==> config.mk <==
export PLATFORM = sky130hd
export DESIGN_NAME = nv_nvdla_sdp_rdma_rd_arb
export DESIGN_NICKNAME = d
export VERILOG_FILES = /design/src/rtl/nv_sdp_rdma_arb_pkg.sv /design/src/rtl/nv_sdp_rdma_arb_tag_fifo.sv /design/src/rtl/nv_nvdla_sdp_rdma_rd_arb.sv
export SDC_FILE = /design/constraint.sdc
export NUM_CORES = 1
export LEC_CHECK = 0
export ABC_AREA = 1
export BUFFER_PORTS_ARGS = -buffer_cell sky130_fd_sc_hd__buf_4
export CORE_ASPECT_RATIO = 1.25
export CORE_MARGIN = 3
export CORE_UTILIZATION = 55
export DETAILED_ROUTE_END_ITERATION = 10
export PLACE_DENSITY_LB_ADDON = 0.3
export SYNTH_ARGS = -nofsm -noshare
export SYNTH_HDL_FRONTEND = slang
export SYNTH_SLANG_ARGS = --single-unit
==> constraint.sdc <==
create_clock -name nvdla_core_clk -period 6.5 [get_ports nvdla_core_clk]
set_clock_uncertainty 0.2 [all_clocks]
set_input_delay 0.325 -clock nvdla_core_clk [delete_from_list [all_inputs] [get_ports nvdla_core_clk]]
set_output_delay 0.325 -clock nvdla_core_clk [all_outputs]
set_load 0.05 [all_outputs]
==> src/rtl/nv_sdp_rdma_arb_pkg.sv <==
// Shared widths, field positions and tag layout for the SDP RDMA read arbiter.
package nv_sdp_rdma_arb_pkg;

  localparam int REQ_W    = 47;
  localparam int RSP_W    = 65;
  localparam int ADDR_LSB = 0;
  localparam int ADDR_W   = 32;
  localparam int SIZE_LSB = 32;
  localparam int SIZE_W   = 15;

  // Requester id width sized for the largest supported requester count (8).
  localparam int ID_W = 3;

  // One tag per issued request: owning engine and burst length (beats-1).
  typedef struct packed {
    logic [ID_W-1:0]   id;
    logic [SIZE_W-1:0] size;
  } tag_t;

  function automatic logic [ADDR_W-1:0] req_addr(input logic [REQ_W-1:0] pd);
    return pd[ADDR_LSB +: ADDR_W];
  endfunction

  function automatic logic [SIZE_W-1:0] req_size(input logic [REQ_W-1:0] pd);
    return pd[SIZE_LSB +: SIZE_W];
  endfunction

endpackage

==> src/rtl/nv_sdp_rdma_arb_tag_fifo.sv <==
// Flop-based FIFO of outstanding request tags; responses return in request order.
module nv_sdp_rdma_arb_tag_fifo
  import nv_sdp_rdma_arb_pkg::*;
#(
  parameter int DEPTH = 16
) (
  input  logic clk,
  input  logic rst,
  input  logic push,
  input  tag_t push_tag,
  input  logic pop,
  output logic full,
  output logic empty,
  output tag_t head
);

  localparam int AW    = $clog2(DEPTH);
  localparam int CNT_W = AW + 1;

  tag_t             mem_q [DEPTH];
  tag_t             mem_d [DEPTH];
  logic [AW-1:0]    wr_ptr_q, wr_ptr_d;
  logic [AW-1:0]    rd_ptr_q, rd_ptr_d;
  logic [CNT_W-1:0] count_q, count_d;
  logic             do_push, do_pop;

  assign full    = (count_q == CNT_W'(DEPTH));
  assign empty   = (count_q == '0);
  assign head    = mem_q[rd_ptr_q];
  assign do_push = push & ~full;
  assign do_pop  = pop & ~empty;

  // Next-state for storage, pointers and occupancy; push while full is dropped.
  always_comb begin
    mem_d    = mem_q;
    wr_ptr_d = wr_ptr_q;
    rd_ptr_d = rd_ptr_q;
    count_d  = count_q;
    if (do_push) begin
      mem_d[wr_ptr_q] = push_tag;
      wr_ptr_d        = wr_ptr_q + AW'(1);
    end
    if (do_pop) begin
      rd_ptr_d = rd_ptr_q + AW'(1);
    end
    case ({do_push, do_pop})
      2'b10:   count_d = count_q + CNT_W'(1);
      2'b01:   count_d = count_q - CNT_W'(1);
      default: count_d = count_q;
    endcase
  end

  // State registers with synchronous reset to empty.
  always_ff @(posedge clk) begin
    if (rst) begin
      for (int i = 0; i < DEPTH; i++) mem_q[i] <= '0;
      wr_ptr_q <= '0;
      rd_ptr_q <= '0;
      count_q  <= '0;
    end else begin
      mem_q    <= mem_d;
      wr_ptr_q <= wr_ptr_d;
      rd_ptr_q <= rd_ptr_d;
      count_q  <= count_d;
    end
  end

endmodule

==> src/rtl/nv_nvdla_sdp_rdma_rd_arb.sv <==
// Round-robin sharing of one SDP RDMA DMA read channel among NREQ read engines,
// with in-order response routing driven by a tag FIFO.
module nv_nvdla_sdp_rdma_rd_arb
  import nv_sdp_rdma_arb_pkg::*;
#(
  parameter int NREQ      = 4,
  parameter int TAG_DEPTH = 16
) (
  input  logic                   nvdla_core_clk,
  input  logic                   nvdla_core_rst,
  input  logic [NREQ-1:0]        eng_req_vld,
  input  logic [NREQ*REQ_W-1:0]  eng_req_pd,
  output logic [NREQ-1:0]        eng_req_rdy,
  output logic [NREQ-1:0]        eng_rsp_vld,
  output logic [RSP_W-1:0]       eng_rsp_pd,
  input  logic [NREQ-1:0]        eng_rsp_rdy,
  output logic                   dma_rd_req_vld,
  output logic [REQ_W-1:0]       dma_rd_req_pd,
  input  logic                   dma_rd_req_rdy,
  input  logic                   dma_rd_rsp_vld,
  input  logic [RSP_W-1:0]       dma_rd_rsp_pd,
  output logic                   dma_rd_rsp_rdy,
  output logic                   arb_idle,
  output logic                   arb_err
);

  logic              req_vld_q, req_vld_d;
  logic [REQ_W-1:0]  req_pd_q, req_pd_d;
  logic [ID_W-1:0]   ptr_q, ptr_d;
  logic [SIZE_W-1:0] beat_cnt_q, beat_cnt_d;
  logic              arb_err_q, arb_err_d;

  logic              grant_vld;
  logic [ID_W-1:0]   grant_idx;
  logic [REQ_W-1:0]  grant_pd;
  logic              stage_free, can_issue, accept;
  logic              head_rdy, beat_acc, last_beat;
  logic              tag_full, tag_empty, tag_push, tag_pop;
  tag_t              tag_head, push_tag;

  nv_sdp_rdma_arb_tag_fifo #(.DEPTH(TAG_DEPTH)) u_tag_fifo (
    .clk      (nvdla_core_clk),
    .rst      (nvdla_core_rst),
    .push     (tag_push),
    .push_tag (push_tag),
    .pop      (tag_pop),
    .full     (tag_full),
    .empty    (tag_empty),
    .head     (tag_head)
  );

  assign stage_free = ~req_vld_q | dma_rd_req_rdy;
  assign can_issue  = stage_free & ~tag_full;

  // Round-robin search starting just after the last granted engine.
  always_comb begin
    grant_vld = 1'b0;
    grant_idx = '0;
    for (int off = 1; off <= NREQ; off++) begin
      if (!grant_vld && eng_req_vld[(int'(ptr_q) + off) % NREQ]) begin
        grant_vld = 1'b1;
        grant_idx = ID_W'((int'(ptr_q) + off) % NREQ);
      end
    end
  end

  // One-hot accept to the winner; held low while reset is asserted.
  always_comb begin
    eng_req_rdy = '0;
    for (int i = 0; i < NREQ; i++) begin
      eng_req_rdy[i] = ~nvdla_core_rst & grant_vld & can_issue & (int'(grant_idx) == i);
    end
  end

  assign accept        = |eng_req_rdy;
  assign grant_pd      = eng_req_pd[int'(grant_idx)*REQ_W +: REQ_W];
  assign push_tag.id   = grant_idx;
  assign push_tag.size = req_size(grant_pd);
  assign tag_push      = accept;

  // Output stage: load on accept, otherwise drain when the DMA side takes it.
  always_comb begin
    req_vld_d = req_vld_q;
    req_pd_d  = req_pd_q;
    ptr_d     = ptr_q;
    if (accept) begin
      req_vld_d = 1'b1;
      req_pd_d  = grant_pd;
      ptr_d     = grant_idx;
    end else if (dma_rd_req_rdy) begin
      req_vld_d = 1'b0;
    end
  end

  // Route the response beat to the engine named by the head tag.
  always_comb begin
    eng_rsp_vld = '0;
    head_rdy    = 1'b0;
    for (int i = 0; i < NREQ; i++) begin
      if (int'(tag_head.id) == i) begin
        eng_rsp_vld[i] = ~nvdla_core_rst & dma_rd_rsp_vld & ~tag_empty;
        head_rdy       = eng_rsp_rdy[i];
      end
    end
  end

  assign dma_rd_rsp_rdy = ~nvdla_core_rst & ~tag_empty & head_rdy;
  assign beat_acc       = dma_rd_rsp_vld & dma_rd_rsp_rdy;
  assign last_beat      = (beat_cnt_q == tag_head.size);
  assign tag_pop        = beat_acc & last_beat;

  // Beat counting within the head burst and the sticky orphan-beat error.
  always_comb begin
    beat_cnt_d = beat_cnt_q;
    if (beat_acc) begin
      beat_cnt_d = last_beat ? '0 : beat_cnt_q + SIZE_W'(1);
    end
    arb_err_d = arb_err_q | (dma_rd_rsp_vld & tag_empty);
  end

  // Registers; reset starts the pointer at NREQ-1 so engine 0 wins first.
  always_ff @(posedge nvdla_core_clk) begin
    if (nvdla_core_rst) begin
      req_vld_q  <= 1'b0;
      req_pd_q   <= '0;
      ptr_q      <= ID_W'(NREQ - 1);
      beat_cnt_q <= '0;
      arb_err_q  <= 1'b0;
    end else begin
      req_vld_q  <= req_vld_d;
      req_pd_q   <= req_pd_d;
      ptr_q      <= ptr_d;
      beat_cnt_q <= beat_cnt_d;
      arb_err_q  <= arb_err_d;
    end
  end

  assign dma_rd_req_vld = req_vld_q;
  assign dma_rd_req_pd  = req_pd_q;
  assign eng_rsp_pd     = dma_rd_rsp_pd;
  assign arb_err        = arb_err_q;
  assign arb_idle       = ~req_vld_q & tag_empty;

endmodule

==> impl_metrics.yaml <==
global_route:
  grt_pass1_wl_um: 112000
  grt-ovfl-total: 0
  antenna_found_initial: 4
  first_global_vias: 20800
  track_usage_pct: 35.9
  grt_max_degree: 177
detailed_routing:
  post_drt_wl_per_cell_um: 19.1
  first_pass_iters: 7
  vias: 21800
  wirelength_um: 73400
  drt_iter0_markers: 2792
  viasPerCell: 5.69
  postRouteAntennaNets: 0
  drc: 0
worst_setup_path:
  cp.required_ns: 6.77
  cp_num_buf_inv: 5
  r2r-start: "ptr_q[0]"
  worstSetupStartpoint: "ptr_q[0]"
  critPathLaunchType: "flop"
  r2r-end: "dma_rd_req_pd[29]"
  path_cells: "xor2_1 -> inv_2 -> nand2_1 -> nand2_1 -> nand2_1 -> nand2_1 -> xor2_2 -> nand2_4 -> inv_2 -> buf_4 -> nand2_1 -> nand3_1 -> dlygate4sd3_1 -> nand3_1 -> dlygate4sd3_1 -> nand2_1"
  cp.depth: 16
  critPathTopFamily: "buffers and inverters"
  ff2ff_setup_slack_ns: 1.55
  worstSetupEndpointType: "flop"
  crit_fanout: 66
  critPathMaxStageDelay_ns: 0.82
  slowest_stage: "inv_2"
  crit_arrival_ns: 5.22
  critPathKind: "flop to flop"
  rr_worst_depth: 16
  crit_top_cell: "nand2_1"
layout:
  nNetsFinal: 3602
  area_growth_pct: 15.9
  drive_above_1_share_pct: 12.3
  final_util_pct: 64.8
logic_synthesis:
  syn_area_um2: 20400
  synthTopCellsByCount: "nand2_1, inv_1, nand3_1"
  yosysMostFrequentCell: "nand2_1"
  ys_ff_latch: 351
  synth-async-reset-ratio_pct: 0
  syn_nets: 3465
  avgSynthCellArea_um2: 6.40
  yosysTopAreaCellShare_pct: 34.4
  yosysTopAreaCell: "dfxtp_1"
  yosys-top-cells-area: "dfxtp_1, nand2_1, nand3_1, inv_1, a21oi_1"
  yosys_warnings: 0
  syn_inst: 3189
  yosysUniqueCellTypes: 39
  ys.flop_type: "dfxtp_1"
  ys_seq_area_share_pct: 34.4
  synth_enable_flop_cells: 0
sta:
  setup_tns_ns: 0
  worst-slew-pin-transition_ns: 1.23
  final_hold_viol_count: 1
  max_clock_freq_mhz: 202
  finalCritPeriodShare_pct: 76.1
  timing.hold.ws_ns: -0.000659
  rsz0062_at_grt: "false"
  post-route-min-period_ns: 4.95
  finalSetupViolations: 0
  report.final.slew_viol_count: 0
  relSlewSlack_pct: 18.2
place:
  numPortBuffers: 258
  place.gp.congestion: 0.943
  dpl.hpwl_um: 45200
run_status:
  violations: "negative hold slack"
  status: "finished, violations left"
clock_network:
  cts_tree: "done"
  htree_levels: 2
  clk_latency_ns: 0.53
  postCtsSetupBuffers: 0
  cts_buffers: 37
  cts_buffer_depth: 3
  cts_sinks: 351
  clk_pin_slew_ns: 0.06
  root_buffer: "clkbuf_16"
floorplan:
  num_io_pins: 389
  rows: 78
  die-width_um: 178
  dieArea_um2: 39500
  core-area_um2: 36500
  fp.dieH_um: 221
  start_util_pct: 55.9
power_and_ir_drop:
  ir_worst_vdd_uv: 772
  p_leak_nw: 11.8
  powerDensity_nw_per_um2: 497
job:
  drv_cap: 0
worst_hold_path:
  worst_hold_path_type: "input port to flop"
  min_to: "dma_rd_req_pd[23]"
  hp-start: "eng_req_pd[23]"
  hold_depth: 5
[registers in the layout, indices dropped and copies added (netlist names)]
| name | count |
|---|---|
| arb_err | 1 |
| beat_cnt_q | 15 |
| dma_rd_req_pd | 47 |
| dma_rd_req_vld | 1 |
| ptr_q | 2 |
| u_tag_fifo.count_q | 5 |
| u_tag_fifo.mem_q | 272 |
| u_tag_fifo.rd_ptr_q | 4 |
| u_tag_fifo.wr_ptr_q | 4 |
[tightest hold or removal path, cell delays in order]
cell	delay [ns]
buf_4	0.07
nand2_1	0.04
nand3_1	0.09
nand3_1	0.10
nand2_1	0.07
[power by group]
part / switching [W] / total (W) / internal [W]
Sequential: 0.000140 / 0.00257 / 0.00243
Combinational: 0.00512 / 0.00709 / 0.00197
Clock: 0.000884 / 0.00209 / 0.00120
[per-stage QoR]
step                      setup WS (ns)  hold WS (ns)  cell area (µm²)  total power, W  instances
after floorplan                    3.02         0.229            20400         0.00776       3189
after global placement             1.88         0.239            21700         0.00887       3691
after detailed placement           1.80         0.243            21700         0.00898       3691
after CTS                          1.64      0.000653            23600          0.0115       3829
after global routing               1.17        0.0139            23600          0.0123       3833
final                              1.55     -0.000659            23600          0.0117       3833
[cells in the final DEF, fill, tap and decap left out, types with 3 or more instances in the layout]
cell and instances:
clkbuf_16 37, o21ai_0 66, or2_2 9, o211ai_4 26, inv_2 9, o21ai_1 3
o211ai_2 4, o21a_1 39, clkinv_2 6, nor2_1 58, diode_2 4, nor2_2 4
xor2_1 15, inv_1 568, dfxtp_1 349, dlygate4sd3_1 76, clkbuf_1 10, nand3_1 543
nand2_2 6, a21oi_1 264, nor3_1 10, buf_4 293, o211ai_1 44, clkbuf_8 7
ha_1 10, clkinv_1 4, nor4_1 4, nand2_1 861
[layout make-up]
cell class	instances	area (µm²)
fillers	3262	12900
multi-input cells	1983	9680
flip-flops and latches	351	7030
repair buffers	371	2990
inverters	582	2190
clock buffers	54	1060
well taps	480	601
clock inverters	8	90.1
diodes	4	10.0
[routing by layer]
layer	track usage, %	vias to the layer above	wire, µm
li1	-	10200	-
met1	43.7	9901	25900
met2	56.6	1448	32900
met3	9.29	297	9830
met4	21.3	0	4680
met5	0	-	0
[worst max-delay path by stage]
| stage | slack (ns) | endpoint |
|---|---|---|
| global route | 1.17 | dma_rd_req_pd[29] |
| detailed placement | 1.80 | u_tag_fifo.count_q[4] |
| floorplan | 3.02 | eng_req_rdy[3] |
| CTS | 1.64 | dma_rd_req_pd[29] |
| finish | 1.55 | dma_rd_req_pd[29] |
| global placement | 1.88 | u_tag_fifo.count_q[4] |
[cells by family after synthesis]
kind of cell	synth area share, %
simple gates	31.4
buf+inv	18.3
compound gates	14.4
flops	34.4
xor+xnor	0.809
fa+ha+maj	0.711
[repair_timing]
action / 4_1_cts / 5_1_grt
gates resized for setup: 0 / 0
hold endpoints to repair: 31 / 0
hold buffers: 76 / 0
Note: power is estimated with default switching activity, not from simulation.
